===== src/rtl/step_clock_ctrl.sv =====
// Run/step/breakpoint halt controller for the CPU clock domain.
// Optional cycle counter on o_runCycles: define STEP_CLOCK_CYCLE_COUNTER_EN.
module step_clock_ctrl #(
  parameter int unsigned DEBOUNCE_CYCLES = 4,
  parameter int unsigned STEP_CNT_W      = 8,
  parameter int unsigned NUM_BP          = 4,
  localparam int unsigned BP_IDX_W       = $clog2(NUM_BP)
) (
  input  logic                  o_clk,
  input  logic                  o_resetn,
  input  logic                  i_btnStep,
  input  logic                  i_swStepNRun,
  input  logic                  i_swInstrNCycle,
  input  logic                  i_swEnableBreakpoint,
  input  logic [STEP_CNT_W-1:0] i_stepCount,
  input  logic [NUM_BP-1:0]     i_bpHitN,
  input  logic [NUM_BP-1:0]     i_bpMask,
  input  logic                  i_ctrlInstrFinishedN,
  output logic                  o_halt,
  output logic                  o_breakpointEnableN,
  output logic [1:0]            o_haltReason,
  output logic [BP_IDX_W-1:0]   o_bpIdx,
  output logic [31:0]           o_runCycles
);

  localparam int unsigned DB_W = $clog2(DEBOUNCE_CYCLES + 1);

  typedef enum logic [2:0] {
    RUN, HALTED, CYC_STEP, INSTR_STEP, BP_HALT
  } stateT;

  stateT state, stateNext;

  logic [3:0] syncA, syncB;
  logic btnSync, stepSync, instrSync, enSync;
  logic [DB_W-1:0] dbCnt;
  logic debounced, debouncedD, stepPulse;
  logic [STEP_CNT_W-1:0] cnt, cntNext;
  logic blank, blankNext;
  logic [BP_IDX_W-1:0] bpIdxNext, lowIdx;
  logic [NUM_BP-1:0] hitVec;
  logic bpHit, instrDone;

  assign {btnSync, stepSync, instrSync, enSync} = syncB;

  always_ff @(posedge o_clk or negedge o_resetn) begin
    if (!o_resetn) begin
      syncA <= '0;
      syncB <= '0;
    end else begin
      syncA <= {i_btnStep, i_swStepNRun, i_swInstrNCycle, i_swEnableBreakpoint};
      syncB <= syncA;
    end
  end

  always_ff @(posedge o_clk or negedge o_resetn) begin
    if (!o_resetn) begin
      dbCnt      <= '0;
      debounced  <= 1'b0;
      debouncedD <= 1'b0;
      stepPulse  <= 1'b0;
    end else begin
      if (btnSync != debounced) begin
        if (dbCnt == DB_W'(DEBOUNCE_CYCLES - 1)) begin
          debounced <= btnSync;
          dbCnt     <= '0;
        end else begin
          dbCnt <= dbCnt + 1'b1;
        end
      end else begin
        dbCnt <= '0;
      end
      debouncedD <= debounced;
      stepPulse  <= debounced & ~debouncedD;
    end
  end

  assign hitVec    = ~i_bpHitN & i_bpMask;
  assign bpHit     = (|hitVec) & enSync & ~blank;
  assign instrDone = ~i_ctrlInstrFinishedN;

  always_comb begin
    lowIdx = '0;
    for (int unsigned i = NUM_BP; i > 0; i--) begin
      if (hitVec[i-1]) lowIdx = BP_IDX_W'(i - 1);
    end
  end

  always_comb begin
    stateNext = state;
    cntNext   = cnt;
    bpIdxNext = o_bpIdx;
    blankNext = (blank && instrDone) ? 1'b0 : blank;
    case (state)
      RUN: begin
        if (bpHit) begin
          stateNext = BP_HALT;
          bpIdxNext = lowIdx;
        end else if (stepSync) begin
          stateNext = HALTED;
        end
      end
      HALTED: begin
        if (!stepSync) begin
          stateNext = RUN;
        end else if (stepPulse) begin
          cntNext   = (i_stepCount == '0) ? STEP_CNT_W'(1) : i_stepCount;
          stateNext = instrSync ? INSTR_STEP : CYC_STEP;
        end
      end
      CYC_STEP: begin
        cntNext = cnt - 1'b1;
        if (!stepSync) stateNext = RUN;
        else if (cnt == STEP_CNT_W'(1)) stateNext = HALTED;
      end
      INSTR_STEP: begin
        if (instrDone) cntNext = cnt - 1'b1;
        if (!stepSync) stateNext = RUN;
        else if (instrDone && cnt == STEP_CNT_W'(1)) stateNext = HALTED;
      end
      BP_HALT: begin
        // blank keeps the breakpoint that is still asserted from re-halting before the core retires one instruction
        if (stepPulse) begin
          stateNext = RUN;
          blankNext = 1'b1;
        end else if (stepSync) begin
          stateNext = HALTED;
        end
      end
      default: stateNext = RUN;
    endcase
    if (stateNext == RUN || stateNext == HALTED) cntNext = '0;
  end

  always_ff @(posedge o_clk or negedge o_resetn) begin
    if (!o_resetn) begin
      state        <= RUN;
      cnt          <= '0;
      blank        <= 1'b0;
      o_bpIdx      <= '0;
      o_halt       <= 1'b0;
      o_haltReason <= 2'b00;
    end else begin
      state        <= stateNext;
      cnt          <= cntNext;
      blank        <= blankNext;
      o_bpIdx      <= bpIdxNext;
      o_halt       <= (stateNext == HALTED) || (stateNext == BP_HALT);
      o_haltReason <= (stateNext == BP_HALT) ? 2'b10 :
                      (stateNext == HALTED)  ? 2'b01 : 2'b00;
    end
  end

  assign o_breakpointEnableN = ~enSync;

`ifdef STEP_CLOCK_CYCLE_COUNTER_EN
  always_ff @(posedge o_clk or negedge o_resetn) begin
    if (!o_resetn) o_runCycles <= '0;
    else if (!o_halt) o_runCycles <= o_runCycles + 32'd1;
  end
`else
  assign o_runCycles = '0;
`endif

endmodule

===== config.mk =====
export PLATFORM = sky130hd
export DESIGN_NAME = step_clock_ctrl
export DESIGN_NICKNAME = d
export VERILOG_FILES = /design/src/rtl/step_clock_ctrl.sv
export SDC_FILE = /design/constraint.sdc
export NUM_CORES = 1
export LEC_CHECK = 0
export CORE_MARGIN = 2
export CORE_UTILIZATION = 41
export DETAILED_ROUTE_END_ITERATION = 16
export PLACE_DENSITY = 0.72
export SKIP_LAST_GASP = 1
export SYNTH_ARGS = -nofsm -noshare
export SYNTH_HDL_FRONTEND = slang
export SYNTH_SLANG_ARGS = --single-unit

===== constraint.sdc =====
create_clock -name o_clk -period 2.3 [get_ports o_clk]
set_clock_uncertainty 0.2 [all_clocks]
set_input_delay 0.46 -clock o_clk [delete_from_list [all_inputs] [get_ports o_clk]]
set_output_delay 0.46 -clock o_clk [all_outputs]
set_load 0.01 [all_outputs]

# Word-level counts from Yosys, hierarchy flattened
# Cells that the tools add are included.
dict set report totals {
  register_bits 31
  inputBits 23
  elab_cells 75
}
dict set report op_classes {
  addsub 2
  bitwise_logic 9
  n_mux 28
  eq_ne 12
  n_reduce_logical 12
}
# cell count
set ops {}
lappend ops {{8-bit 2-to-1 mux} 5}
lappend ops {{3-bit 2-to-1 mux} 11}
lappend ops {{8-bit one-hot mux with 3 select lines} 1}
lappend ops {{3-bit one-hot mux with 5 select lines} 1}
lappend ops {{2-bit 2-to-1 mux} 5}
lappend ops {{3-bit by 2-bit == test with 1-bit output, second input constant} 3}
lappend ops {{3-bit inequality test, second input constant} 3}
lappend ops {{8-bit by 1-bit == test with 1-bit output, second input constant} 1}
lappend ops {{8-bit logical NOT} 1}
lappend ops {{8-bit by 1-bit subtractor with 8-bit output, second input constant} 1}
lappend ops {{3-bit by 1-bit == test with 1-bit output, second input constant} 2}
lappend ops {{3-bit == test, second input constant} 2}
lappend ops {{3-bit logical NOT} 2}
lappend ops {{1-bit 2-to-1 mux} 5}
lappend ops {{4-bit AND} 1}
lappend ops {{1-bit inverter} 4}
lappend ops {{4-bit inverter} 1}
lappend ops {{2-bit AND reduction} 2}
lappend ops {{4-bit AND reduction} 1}
lappend ops {{4-bit nonzero test} 1}
lappend ops {{4-bit OR reduction} 1}
lappend ops {{3-bit by 1-bit adder with 3-bit output, second input constant} 1}
lappend ops {{1-bit AND} 3}
lappend ops {{1-bit logical AND} 2}
lappend ops {{2 further kinds} 3}

# Depth between registers and ports, before layout
dict set report depth {
  word_depth 11
  ltp_mapped 7
  depth_no_buf 6
}

# Worst setup path after synthesis
# No wires, ideal clock.
dict set report synth_timing {
  path_type {flip-flop to flip-flop}
  start {reg cnt[0]}
  end {reg cnt[6]}
  t_arrival_ns 1.519
  stages_incl_launch_ff 7
  setup_time_ns 0.094
  n_path_buf 0
  path_slack_ns 0.487
  t_required_ns 2.006
  cell_sequence {dfrtp_1 inv_1 ha_1 or3b_2 o31ai_1 a21oi_1 a221oi_2}
}
dict set report synth_via {
  elab_chain_len 9
  word_cells_on_any_way 19
  classes_between {add/sub (1); eq/ne (5); mux (8); reduce/logical (5)}
}
# item line_no
set synth_lines {}
lappend synth_lines {{from (decl)} 38} ;# logic [STEP_CNT_W-1:0] cnt, cntNext;
lappend synth_lines {{from (signal assigned)} 145} ;# cnt <= cntNext;
lappend synth_lines {{8-bit by 1-bit == test with 1-bit output} {114, 119}}
lappend synth_lines {{1-bit logical AND} 119} ;# else if (instrDone && cnt == STEP_CNT_W'(1)) stateNext = HALTED;
lappend synth_lines {{3-bit 2-to-1 mux} 119}
lappend synth_lines {{3-bit 2-to-1 mux} 118} ;# if (!stepSync) stateNext = RUN;
lappend synth_lines {{3-bit one-hot mux with 5 select lines} 94} ;# case (state)
lappend synth_lines {{3-bit by 1-bit == test with 1-bit output / 3-bit logical NOT (equally long branches)} 132} ;# if (stateNext == RUN || stateNext == HALTED) cntNext = '0;
lappend synth_lines {{1-bit logical OR} 132}
lappend synth_lines {{3-bit inequality test (no line) / 4-bit nonzero test (equally long branches)} -}
lappend synth_lines {{4-bit AND reduction (no line)} -}
# Several ways; a longest one is shown, not always the timed one. The select of a mux whose other input is x is not followed.
# A chain may end at the register's enable or synchronous reset.

# Final worst setup path
dict set report layout_timing {
  start {reg state[1]}
  end {reg cnt[2]}
}
dict set report layout_via {
  elab_chain_len 7
  word_cells_on_any_way 25
  classes_between {eq/ne (8); mux (12); reduce/logical (5)}
}
# item line_no
set layout_lines {}
lappend layout_lines {{from (decl)} 32} ;# stateT state, stateNext;
lappend layout_lines {{from (signal assigned)} 144} ;# state <= stateNext;
lappend layout_lines {{3-bit 2-to-1 mux (on tied branches) (2 in a row)} -}
lappend layout_lines {{3-bit one-hot mux with 5 select lines} 94}
lappend layout_lines {{3-bit by 1-bit == test with 1-bit output / 3-bit logical NOT (equally long branches)} 132}
lappend layout_lines {{1-bit logical OR} 132}
lappend layout_lines {{3-bit inequality test (no line) / 4-bit nonzero test (equally long branches)} -}
lappend layout_lines {{4-bit AND reduction (no line)} -}
# Several ways; a longest one is shown, not always the timed one.

==> metrics.txt <==
outcome=complete, no violations; final WL=3120 µm; Rows=24; dpl cells=254; synth unique cells=51; largest cells by area after synthesis=dfrtp_1 42%, buf_4 14%, a221oi_2 4.1%; reg2reg start=state[1]; post-route ant nets=0; non-filler instance count after layout=262; Hold-fix buffers, CTS=0; DRT iter0 DRCs=84; cts bufs inserted=5; reg2reg setup slack=0.31 ns; CTS root buf=clkbuf_8; H-tree levels=2; Synth area leader=dfrtp_1; worst hold start=syncA[1]; Ant. Diodes=0; Setup-failing EPs final=0; Clock Power Share=0.232; Post-CTS Repair Setup Buffers=0; multi-input logic area=853 µm²; routability cong.=0.809; pwr/cell area=921 nW/µm²; Req. time, crit path=2.29 ns; Startpoint Class=register; sw power=0.000674 W; combinational cell fraction of total power=0.375; clock slew at reported path FFs=0.06 ns; critical path class=register to register; Mean Syn Cell Area=10.4 µm²; vias=1,288; Post-synth EDFFs=0; post-synthesis sequential area ratio=0.421; initial antenna violation count=0; # DRC=0; total internal power=0.00132 W; Total GRT Usage=0.137; Top FF cell, synth=dfrtp_1; clk sink count=31; Post-Syn Area=1840 µm²; worst vdd rail ir drop=0.575 mV; Post-Syn Instances=177; Seq cells post-synth=31; maximum buffer depth of the clock tree=2; number of port buffers=28; Max Cap Violations=0; HP Class=register to register; Die Area=5050 µm²; Setup crit end kind=register; max-slew violations=0; largest net degree at the start of global routing=32; switch share=0.338; Via density=4.92; number of nets in the layout=235; Synth async-reset ratio=1.00; minimum clock period=1.99 ns; I/O pin total=61; sequential share of power=0.392; Period Utilization, post-route=0.867; routed len/inst=11.9 µm; Worst-Skew Late Latency=0.27 ns; Critical Path AT=1.98 ns; Area growth, synth to finish=17.3%; first-pass GRT wire length=5490 µm; CORE AREA=4350 µm²; Crit Path Max Fanout=20; share of cells above drive strength 1=0.138; vias in the first global route=1,196; Slew @ Worst Pin=0.615 ns; unrepaired setup endpoints after global routing=no; router iterations before antenna repair=4; Lkg Pwr=0.956 nW; hold endpoint=syncB[1]; DPL Wire Length=2290 µm; worst hold slack=0.148 ns; Worst R2R Path Depth=4; fill count=412; Die X=71.0 µm; Final TNS setup=0 ns; Synth Warn #=0; Hold Crit Depth=0; RR Endpoint=cnt[2]; Yosys top cell area share=0.421; Initial Util=0.423; TritonCTS clock tree=built; Register Area=776 µm²; die extent in y=71.0 µm; GR Overflow Total=0; slew margin rel.=0.590; endpoints failing hold=0; post-CTS sizing=0; FMAX=502 MHz
[cells in the final DEF (no fill, tap or decap), types with 3 or more instances in the layout]
cell type        instances
inv_1                    7
a221oi_2                 5
a21oi_1                  9
conb_1                  32
clkbuf_8                 7
o21ai_0                  5
nor2_1                   5
o22ai_1                  3
nand2b_1                 7
dfrtp_1                 31
buf_4                    5
nand2_1                 10
nor2b_1                  6
ha_1                     3
clkdlybuf4s50_1         28
[cells in the mapped netlist, types with 2 or more instances]
cell type and count:
or4_1 2, a22oi_2 2, o211ai_1 2, nor2b_1 6, buf_4 34, nor3b_1 2, and2b_1 2, nand2b_1 7
o21ai_0 5, nor4_1 2, nor2_1 5, ha_1 3, or3_1 2, dfrtp_1 31, buf_6 3, nand3_1 2
buf_2 2, a21bo_2 2, inv_1 7, a21oi_1 9, o32ai_1 2, a221oi_2 5, o22ai_1 3, nand2_1 10
[logic make-up (layout without fill, tap and decap cells)]
logic type               after synthesis  count (layout)  synth area share
AO/OA/AOI/OAI                         41              41             0.188
adder cells (fa/ha/maj)                3               3            0.0204
buffers and inverters                 47              49             0.179
multiplexers                           3               3            0.0177
other                                  1              32           0.00203
XOR/XNOR                               1               1           0.00475
AND/OR/NAND/NOR                       50              50             0.167
flip-flops                            31              31             0.421
[metrics by stage]
step | power, W | setup WS (ns) | utilization | area (µm²)
5_1_grt | 0.00215 | 0.161 | 0.497 | 2160
4_1_cts | 0.00202 | 0.306 | 0.497 | 2160
2_1_floorplan | 0.00134 | 0.487 | - | 1960
3_3_place_gp | 0.00153 | 0.113 | 0.473 | 2060
3_5_place_dp | 0.00154 | 0.101 | 0.473 | 2060
6_report | 0.00199 | 0.307 | 0.497 | 2160
[sequential cells by signal, summed over array words and instances, names as in the netlist, 2 cells and up]
register,flops
o_haltReason,2
state,3
dbCnt,3
syncA,4
o_bpIdx,2
syncB,4
cnt,8
[per-layer routing]
| metal | GRT usage | wire (µm) |
|---|---|---|
| met5 | 0 | 0 |
| met1 | 0.187 | 1440 |
| met4 | 0.0566 | 60 |
| met2 | 0.211 | 1440 |
| met3 | 0.0313 | 173 |
[power groups by stage]
stage / clock network, W / logic (W) / registers (W)
final: 0.000463 / 0.000748 / 0.000782
after global routing: 0.000509 / 0.000833 / 0.000808
after CTS: 0.000478 / 0.000755 / 0.000783
after detailed placement: 0 / 0.000752 / 0.000792
after global placement: 0 / 0.000740 / 0.000793
after floorplan: 0 / 0.000574 / 0.000770
[worst max path at each step]
stage	from	end	slack, ns	cells past startpoint
floorplan	cnt[0]	cnt[6]	0.49	6
global placement	i_stepCount[4]	cnt[0]	0.11	5
detailed placement	i_bpHitN[0]	o_halt	0.10	6
CTS	state[1]	cnt[4]	0.31	4
global route	state[1]	cnt[3]	0.16	4
finish	state[1]	cnt[2]	0.31	4
[final cells by class]
cell class | instances | share of cell area
inverter | 7 | 0.0122
multi-input combinational | 130 | 0.395
sequential | 31 | 0.359
timing repair buffer | 34 | 0.156
clock inverter | 1 | 0.00347
tap | 52 | 0.0301
clock buffer | 7 | 0.0446
[worst max-delay path: stages (launching register included)]
cell	delay, ns
dfrtp_1	0.50
and2b_1	0.57
a31oi_2	0.20
buf_4	0.21
a221oi_2	0.23
No activity file was read; power rests on OpenSTA's default activity.
